### src/rtl/multicycle_cpu_pkg.sv
// multicycle_cpu_pkg: opcodes, FSM states, field widths and per-opcode access decode.
// Optional feature macro: MULTICYCLE_CPU_MUL_EN (MUL/MULi; NOPs when undefined).
`default_nettype none

package multicycle_cpu_pkg;

    localparam int OPC_W   = 4;
    localparam int STATE_W = 3;

    typedef enum logic [OPC_W-1:0] {
        OP_ADD     = 4'd0,
        OP_ADD_I   = 4'd1,
        OP_NAND    = 4'd2,
        OP_NAND_I  = 4'd3,
        OP_SRL     = 4'd4,
        OP_SRL_I   = 4'd5,
        OP_LT      = 4'd6,
        OP_LT_I    = 4'd7,
        OP_CP      = 4'd8,
        OP_CP_I    = 4'd9,
        OP_CPIND   = 4'd10,
        OP_CPIND_I = 4'd11,
        OP_BZJ     = 4'd12,
        OP_BZJ_I   = 4'd13,
        OP_MUL     = 4'd14,
        OP_MUL_I   = 4'd15
    } opcode_e;

    // Encoding order matters: next_state picks the first needed state after cur.
    typedef enum logic [STATE_W-1:0] {
        S_FETCH  = 3'd0,
        S_RD_A   = 3'd1,
        S_RD_B   = 3'd2,
        S_RD_I   = 3'd3,
        S_WRITE  = 3'd4,
        S_RETIRE = 3'd5
    } state_e;

    typedef struct packed {
        logic rd_a;
        logic rd_b;
        logic rd_i;
        logic wr;
    } need_t;

    function automatic need_t decode_needs(input opcode_e op);
        need_t n;
        n = '0;
        case (op)
            OP_ADD, OP_NAND, OP_SRL, OP_LT: begin
                n.rd_a = 1'b1; n.rd_b = 1'b1; n.wr = 1'b1;
            end
            OP_ADD_I, OP_NAND_I, OP_SRL_I, OP_LT_I: begin
                n.rd_a = 1'b1; n.wr = 1'b1;
            end
            OP_CP:      begin n.rd_b = 1'b1; n.wr = 1'b1; end
            OP_CP_I:    n.wr = 1'b1;
            OP_CPIND:   begin n.rd_b = 1'b1; n.rd_i = 1'b1; n.wr = 1'b1; end
            OP_CPIND_I: begin n.rd_a = 1'b1; n.rd_b = 1'b1; n.wr = 1'b1; end
            OP_BZJ:     begin n.rd_a = 1'b1; n.rd_b = 1'b1; end
            OP_BZJ_I:   n.rd_a = 1'b1;
`ifdef MULTICYCLE_CPU_MUL_EN
            OP_MUL:     begin n.rd_a = 1'b1; n.rd_b = 1'b1; n.wr = 1'b1; end
            OP_MUL_I:   begin n.rd_a = 1'b1; n.wr = 1'b1; end
`endif
            default:    n = '0;
        endcase
        return n;
    endfunction

    function automatic state_e next_state(input state_e cur, input need_t n);
        state_e s;
        s = S_RETIRE;
        if (n.wr   && (cur < S_WRITE)) s = S_WRITE;
        if (n.rd_i && (cur < S_RD_I))  s = S_RD_I;
        if (n.rd_b && (cur < S_RD_B))  s = S_RD_B;
        if (n.rd_a && (cur < S_RD_A))  s = S_RD_A;
        return s;
    endfunction

endpackage

`default_nettype wire

### src/rtl/multicycle_cpu_alu.sv
// multicycle_cpu_alu: combinational result for the write-back value of each opcode.
// Optional feature macro: MULTICYCLE_CPU_MUL_EN (multiplier present only when defined).
`default_nettype none

module multicycle_cpu_alu
    import multicycle_cpu_pkg::*;
#(
    parameter int DATA_W = 32
) (
    input  opcode_e           op_i,
    input  logic [DATA_W-1:0] a_i,
    input  logic [DATA_W-1:0] b_i,
    output logic [DATA_W-1:0] y_o
);

    localparam int SW = DATA_W + 1;

    logic [SW-1:0]     w_s;
    logic [DATA_W-1:0] w_shift;

    assign w_s = {1'b0, b_i};

    // Shift amounts in [DATA_W, 2*DATA_W) turn into a left shift by s-DATA_W.
    always_comb begin
        w_shift = '0;
        if (w_s < SW'(DATA_W)) begin
            w_shift = a_i >> b_i;
        end else if (w_s < SW'(2 * DATA_W)) begin
            w_shift = a_i << (b_i - DATA_W'(DATA_W));
        end
    end

    always_comb begin
        y_o = b_i;
        case (op_i)
            OP_ADD,  OP_ADD_I:  y_o = a_i + b_i;
            OP_NAND, OP_NAND_I: y_o = ~(a_i & b_i);
            OP_SRL,  OP_SRL_I:  y_o = w_shift;
            OP_LT,   OP_LT_I:   y_o = {{(DATA_W-1){1'b0}}, (a_i < b_i)};
`ifdef MULTICYCLE_CPU_MUL_EN
            OP_MUL,  OP_MUL_I:  y_o = a_i * b_i;
`endif
            default:            y_o = b_i;
        endcase
    end

endmodule

`default_nettype wire

### src/rtl/multicycle_cpu.sv
// multicycle_cpu: memory-to-memory multicycle CPU with a single req/ack memory port.
// Optional feature macro: MULTICYCLE_CPU_MUL_EN (MUL/MULi; NOPs when undefined).
`default_nettype none

module multicycle_cpu
    import multicycle_cpu_pkg::*;
#(
    parameter int DATA_W = 32,
    parameter int ADDR_W = 14
) (
    input  logic              clk,
    input  logic              rst,
    output logic              mem_req,
    output logic              mem_we,
    output logic [ADDR_W-1:0] mem_addr,
    output logic [DATA_W-1:0] mem_wdata,
    input  logic [DATA_W-1:0] mem_rdata,
    input  logic              mem_ack,
    output logic [ADDR_W-1:0] pc,
    output logic              retire
);

    if (OPC_W + 2 * ADDR_W > DATA_W) begin : g_width_check
        $error("multicycle_cpu: DATA_W must be at least 4+2*ADDR_W");
    end

    state_e            state_q, state_d;
    logic [ADDR_W-1:0] pc_q, pc_d;
    logic [DATA_W-1:0] ir_q, ir_d;
    logic [DATA_W-1:0] a_q, a_d;
    logic [DATA_W-1:0] b_q, b_d;

    opcode_e           w_op;
    opcode_e           w_ir_op;
    need_t             w_need;
    logic [ADDR_W-1:0] w_fld_a, w_fld_b, w_addr;
    logic [DATA_W-1:0] w_opnd, w_alu_y;
    logic              w_is_imm, w_done;

    // During FETCH the opcode is still on the read bus, not yet in ir_q.
    assign w_op    = (state_q == S_FETCH) ? opcode_e'(mem_rdata[DATA_W-1 -: OPC_W])
                                          : opcode_e'(ir_q[DATA_W-1 -: OPC_W]);
    assign w_ir_op = opcode_e'(ir_q[DATA_W-1 -: OPC_W]);
    assign w_need  = decode_needs(w_op);
    assign w_fld_a = ir_q[2*ADDR_W-1 -: ADDR_W];
    assign w_fld_b = ir_q[ADDR_W-1:0];

    assign w_is_imm = (w_ir_op == OP_ADD_I) || (w_ir_op == OP_NAND_I) || (w_ir_op == OP_SRL_I) ||
                      (w_ir_op == OP_LT_I)  || (w_ir_op == OP_CP_I)   || (w_ir_op == OP_MUL_I);
    assign w_opnd   = w_is_imm ? {{(DATA_W-ADDR_W){1'b0}}, w_fld_b} : b_q;

    multicycle_cpu_alu #(
        .DATA_W (DATA_W)
    ) u_alu (
        .op_i (w_ir_op),
        .a_i  (a_q),
        .b_i  (w_opnd),
        .y_o  (w_alu_y)
    );

    always_comb begin
        w_addr = '0;
        case (state_q)
            S_FETCH: w_addr = pc_q;
            S_RD_A:  w_addr = w_fld_a;
            S_RD_B:  w_addr = w_fld_b;
            S_RD_I:  w_addr = b_q[ADDR_W-1:0];
            S_WRITE: w_addr = (w_ir_op == OP_CPIND_I) ? a_q[ADDR_W-1:0] : w_fld_a;
            default: w_addr = '0;
        endcase
    end

    // Gating with rst makes a reset abandon any pending access and ignore ack.
    assign mem_req   = !rst && (state_q != S_RETIRE);
    assign mem_we    = !rst && (state_q == S_WRITE);
    assign mem_addr  = rst ? '0 : w_addr;
    assign mem_wdata = (!rst && (state_q == S_WRITE)) ? w_alu_y : '0;
    assign pc        = rst ? '0 : pc_q;
    assign retire    = !rst && (state_q == S_RETIRE);
    assign w_done    = mem_req && mem_ack;

    always_comb begin
        state_d = state_q;
        pc_d    = pc_q;
        ir_d    = ir_q;
        a_d     = a_q;
        b_d     = b_q;
        if (w_done) begin
            state_d = next_state(state_q, w_need);
            case (state_q)
                S_FETCH:        ir_d = mem_rdata;
                S_RD_A:         a_d  = mem_rdata;
                S_RD_B, S_RD_I: b_d  = mem_rdata;
                default:        ;
            endcase
        end
        if (state_q == S_RETIRE) begin
            state_d = S_FETCH;
            case (w_ir_op)
                OP_BZJ:   pc_d = (b_q == '0) ? a_q[ADDR_W-1:0] : pc_q + ADDR_W'(1);
                OP_BZJ_I: pc_d = a_q[ADDR_W-1:0] + w_fld_b;
                default:  pc_d = pc_q + ADDR_W'(1);
            endcase
        end
    end

    always_ff @(posedge clk) begin
        if (rst) begin
            state_q <= S_FETCH;
            pc_q    <= '0;
            ir_q    <= '0;
            a_q     <= '0;
            b_q     <= '0;
        end else begin
            state_q <= state_d;
            pc_q    <= pc_d;
            ir_q    <= ir_d;
            a_q     <= a_d;
            b_q     <= b_d;
        end
    end

endmodule

`default_nettype wire

### config.mk
export PLATFORM = sky130hd
export DESIGN_NAME = multicycle_cpu
export DESIGN_NICKNAME = d
export VERILOG_FILES = /design/src/rtl/multicycle_cpu_pkg.sv /design/src/rtl/multicycle_cpu_alu.sv /design/src/rtl/multicycle_cpu.sv
export SDC_FILE = /design/constraint.sdc
export NUM_CORES = 1
export LEC_CHECK = 0
export CAP_MARGIN = 25
export CELL_PAD_IN_SITES_DETAIL_PLACEMENT = 1
export CELL_PAD_IN_SITES_GLOBAL_PLACEMENT = 2
export CORE_MARGIN = 2
export CORE_UTILIZATION = 36
export CTS_BUF_LIST = sky130_fd_sc_hd__clkbuf_4 sky130_fd_sc_hd__clkbuf_8
export DETAILED_ROUTE_END_ITERATION = 10
export PLACE_DENSITY_LB_ADDON = 0.2
export REMOVE_ABC_BUFFERS = 1
export SLEW_MARGIN = 0
export SYNTH_ARGS = -nofsm -noshare
export SYNTH_HDL_FRONTEND = slang
export SYNTH_SLANG_ARGS = --single-unit
export TNS_END_PERCENT = 1
### constraint.sdc
create_clock -name clk -period 6.7 [get_ports clk]
set_clock_uncertainty 0.15 [all_clocks]
set_input_delay 1.34 -clock clk [delete_from_list [all_inputs] [get_ports clk]]
set_output_delay 1.34 -clock clk [all_outputs]
set_load 0.02 [all_outputs]
==> flow_summary.json <==
{
  "cp_slowest_stage_delay_ns": 0.69,
  "io_buffers": 97,
  "critPathTopFamily": "compound AO/OA/AOI/OAI gates",
  "antenna_cells": 0,
  "ys_types": 91,
  "slew_headroom": 0.371,
  "status": "complete, no violations",
  "core_um2": 37400,
  "grt_antenna_before_repair": 0,
  "netSwitchingFraction": 0.398,
  "drive_above_1_share": 0.101,
  "end_kind": "output port",
  "finalWirelength_mm": 68.9,
  "synth_edf_count": 0,
  "max_slew.worst_pin.slew_ns": 0.937,
  "drtAntennaViolNets": 0,
  "drtIter0Drc": 1356,
  "num_rows": 71,
  "stdcell_count": 2469,
  "internal_power_mw": 1.32,
  "utilization": 0.420,
  "synth_ff_type": "dfxtp_1",
  "slowest_stage": "clkdlybuf4s50_1",
  "clk_latency_ns": 0.48,
  "crit_buf_inv": 4,
  "yosysWarnings": 0,
  "cts_buffer_depth": 2,
  "initial_core_util": 0.362,
  "final_nets": 2065,
  "fin_crit_sh": 0.998,
  "path_cells": "xnor2_4 > o21ai_4 > buf_12 > buf_12 > mux2i_2 > and4_1 > buf_4 > a41oi_1 > or4_4 > a211oi_2 > a21oi_1 > a221oi_1 > clkdlybuf4s50_1",
  "overflow": 0,
  "post-place-ws_ns": 0.303,
  "post-place-cells": 2433,
  "gp_congestion": 1.00,
  "drc": 0,
  "yosysSeqAreaShare": 0.167,
  "grt_max_degree": 69,
  "crit_fanout": 20,
  "layout_common_cells": "nand2_1 (329), a21oi_1 (203), nor2_1 (153), mux2i_1 (136), dfxtp_1 (112)",
  "cp.required_ns": 5.21,
  "root_buffer": "clkbuf_8",
  "finalHoldViolCount": 0,
  "clock_sinks": 113,
  "min_period_ns": 6.69,
  "peakVddDrop_mv": 0.151,
  "avgSynthCellArea_um2": 7.17,
  "start_kind": "register",
  "drt_first_pass_iters": 5,
  "critPathKind": "reg2out",
  "setup_ws_ns": 0.0107,
  "num_vias": 15500,
  "cp.arrival_ns": 5.20,
  "p_sw_mw": 0.875,
  "cts_tree": "built",
  "min_path_type": "reg2reg",
  "slew_violations": 0,
  "ioPinCount": 98,
  "dieHeight_um": 198,
  "cap_violations": 0,
  "grt_pass1_vias": 15400,
  "die_w_um": 198,
  "p_leak_nw": 6.44,
  "cts_buffers": 17,
  "final_common_cell": "nand2_1",
  "seqPwrFrac": 0.339,
  "vias_per_cell": 6.30,
  "rsz0062_at_grt": "yes",
  "dpl.hpwl_mm": 52.2,
  "die_area_um2": 39200,
  "p_per_area_nw_per_um2": 140,
  "syn_to_final_growth_pct": 15.9,
  "syn_inst": 1891,
  "path_clk_slew_ns": 0.06,
  "ys_ff_latch": 113,
  "fmax_mhz": 149,
  "wire_per_inst_um": 27.9,
  "p_clk_frac": 0.311,
  "ctsHtreeMaxLevel": 4,
  "timing.critical_path.mode_cell": "buf_12",
  "setup_viol": 0,
  "grt_pass1_wl_mm": 102,
  "combPwrFrac": 0.350,
  "async_flop_share": 0,
  "track_usage": 0.350,
  "syn_area_um2": 13600
}
## worst min-delay path, stage by stage, from the launching register on
cell	delay, ns
dfxtp_1	0.32
nand2_1	0.06
a21oi_1	0.05
## flip-flops by register name, summed over array words and instances, names as in the netlist
name     count
b_q         32
state_q      3
pc_q        14
ir_q        32
a_q         32
## synth_stat cells (17+ instances only)
cell      instances  area share
dfxtp_1         113        0.17
ha_1             83       0.077
o22ai_1          23       0.011
nand2_1         329       0.091
nor2b_1          26       0.012
mux2i_1         141        0.10
buf_2            24      0.0089
nand3_1          43       0.016
a211oi_1         29       0.016
o21ai_0          82       0.030
clkbuf_1         95       0.026
xnor2_1          32       0.021
o211ai_1         19       0.011
a221oi_1         17       0.011
inv_1            55       0.015
mux4_2           22       0.037
a21o_1           17      0.0094
nor3_1           37       0.014
a21oi_1         204       0.075
a31oi_1          24       0.011
nor2_1          153       0.042
## final timing paths
check	startpoint	endpoint	slack, ns	depth (start not counted)
setup / recovery	ir_q[29]	mem_wdata[8]	0.01	13
hold / removal	b_q[29]	b_q[29]	0.33	2
setup reg to reg	b_q[14]	pc_q[6]	3.04	9
hold reg to reg	b_q[29]	b_q[29]	0.33	2
## routing by layer
metal	routed length [um]	vias up	global-route usage
met4	3420	0	0.167
met2	31400	646	0.565
li1	-	6998	-
met5	0	-	0
met1	30000	7739	0.463
met3	4080	162	0.0419
## power by group through the flow
stage	sequential (mW)	clock, mW	combinational, mW
global route	0.747	0.724	0.814
detailed placement	0.758	0	0.740
CTS	0.743	0.695	0.746
finish	0.745	0.684	0.768
floorplan	0.756	0	0.398
global placement	0.757	0	0.733
## cells by family after synthesis
group | Yosys count | synth area share
simple gates | 697 | 0.229
compound gates | 562 | 0.269
buf+inv | 202 | 0.0631
mux | 183 | 0.159
flops | 113 | 0.167
fa+ha+maj | 85 | 0.0796
xor+xnor | 49 | 0.0336
## timing repair
action                                  CTS  global route
pin swaps                                 1             2
hold buffers                              0             0
gates resized for setup                   6            14
endpoints found under the setup margin    8            21
cloned                                    0             1
buffers inserted                          1             2
## final cells by class
type | instances | area (um^2)
Fill cell | 4678 | 21700
Multi-Input combinational cell | 1576 | 10500
Sequential cell | 113 | 2260
Timing Repair Buffer | 177 | 1640
Tap cell | 511 | 639
Clock buffer | 22 | 297
Inverter | 60 | 228
Clock inverter | 10 | 108
## per-stage QoR
step	instance area (um^2)	TNS, ns	total power [mW]	hold WS [ns]
floorplan	12900	-152.71	1.15	0.288
global placement	15200	0	1.49	0.313
detailed placement	15200	0	1.50	0.316
CTS	15600	-0.0610	2.18	0.326
global route	15700	-0.413	2.29	0.351
finish	15700	0	2.20	0.327
(Power assumes the default switching activity.)
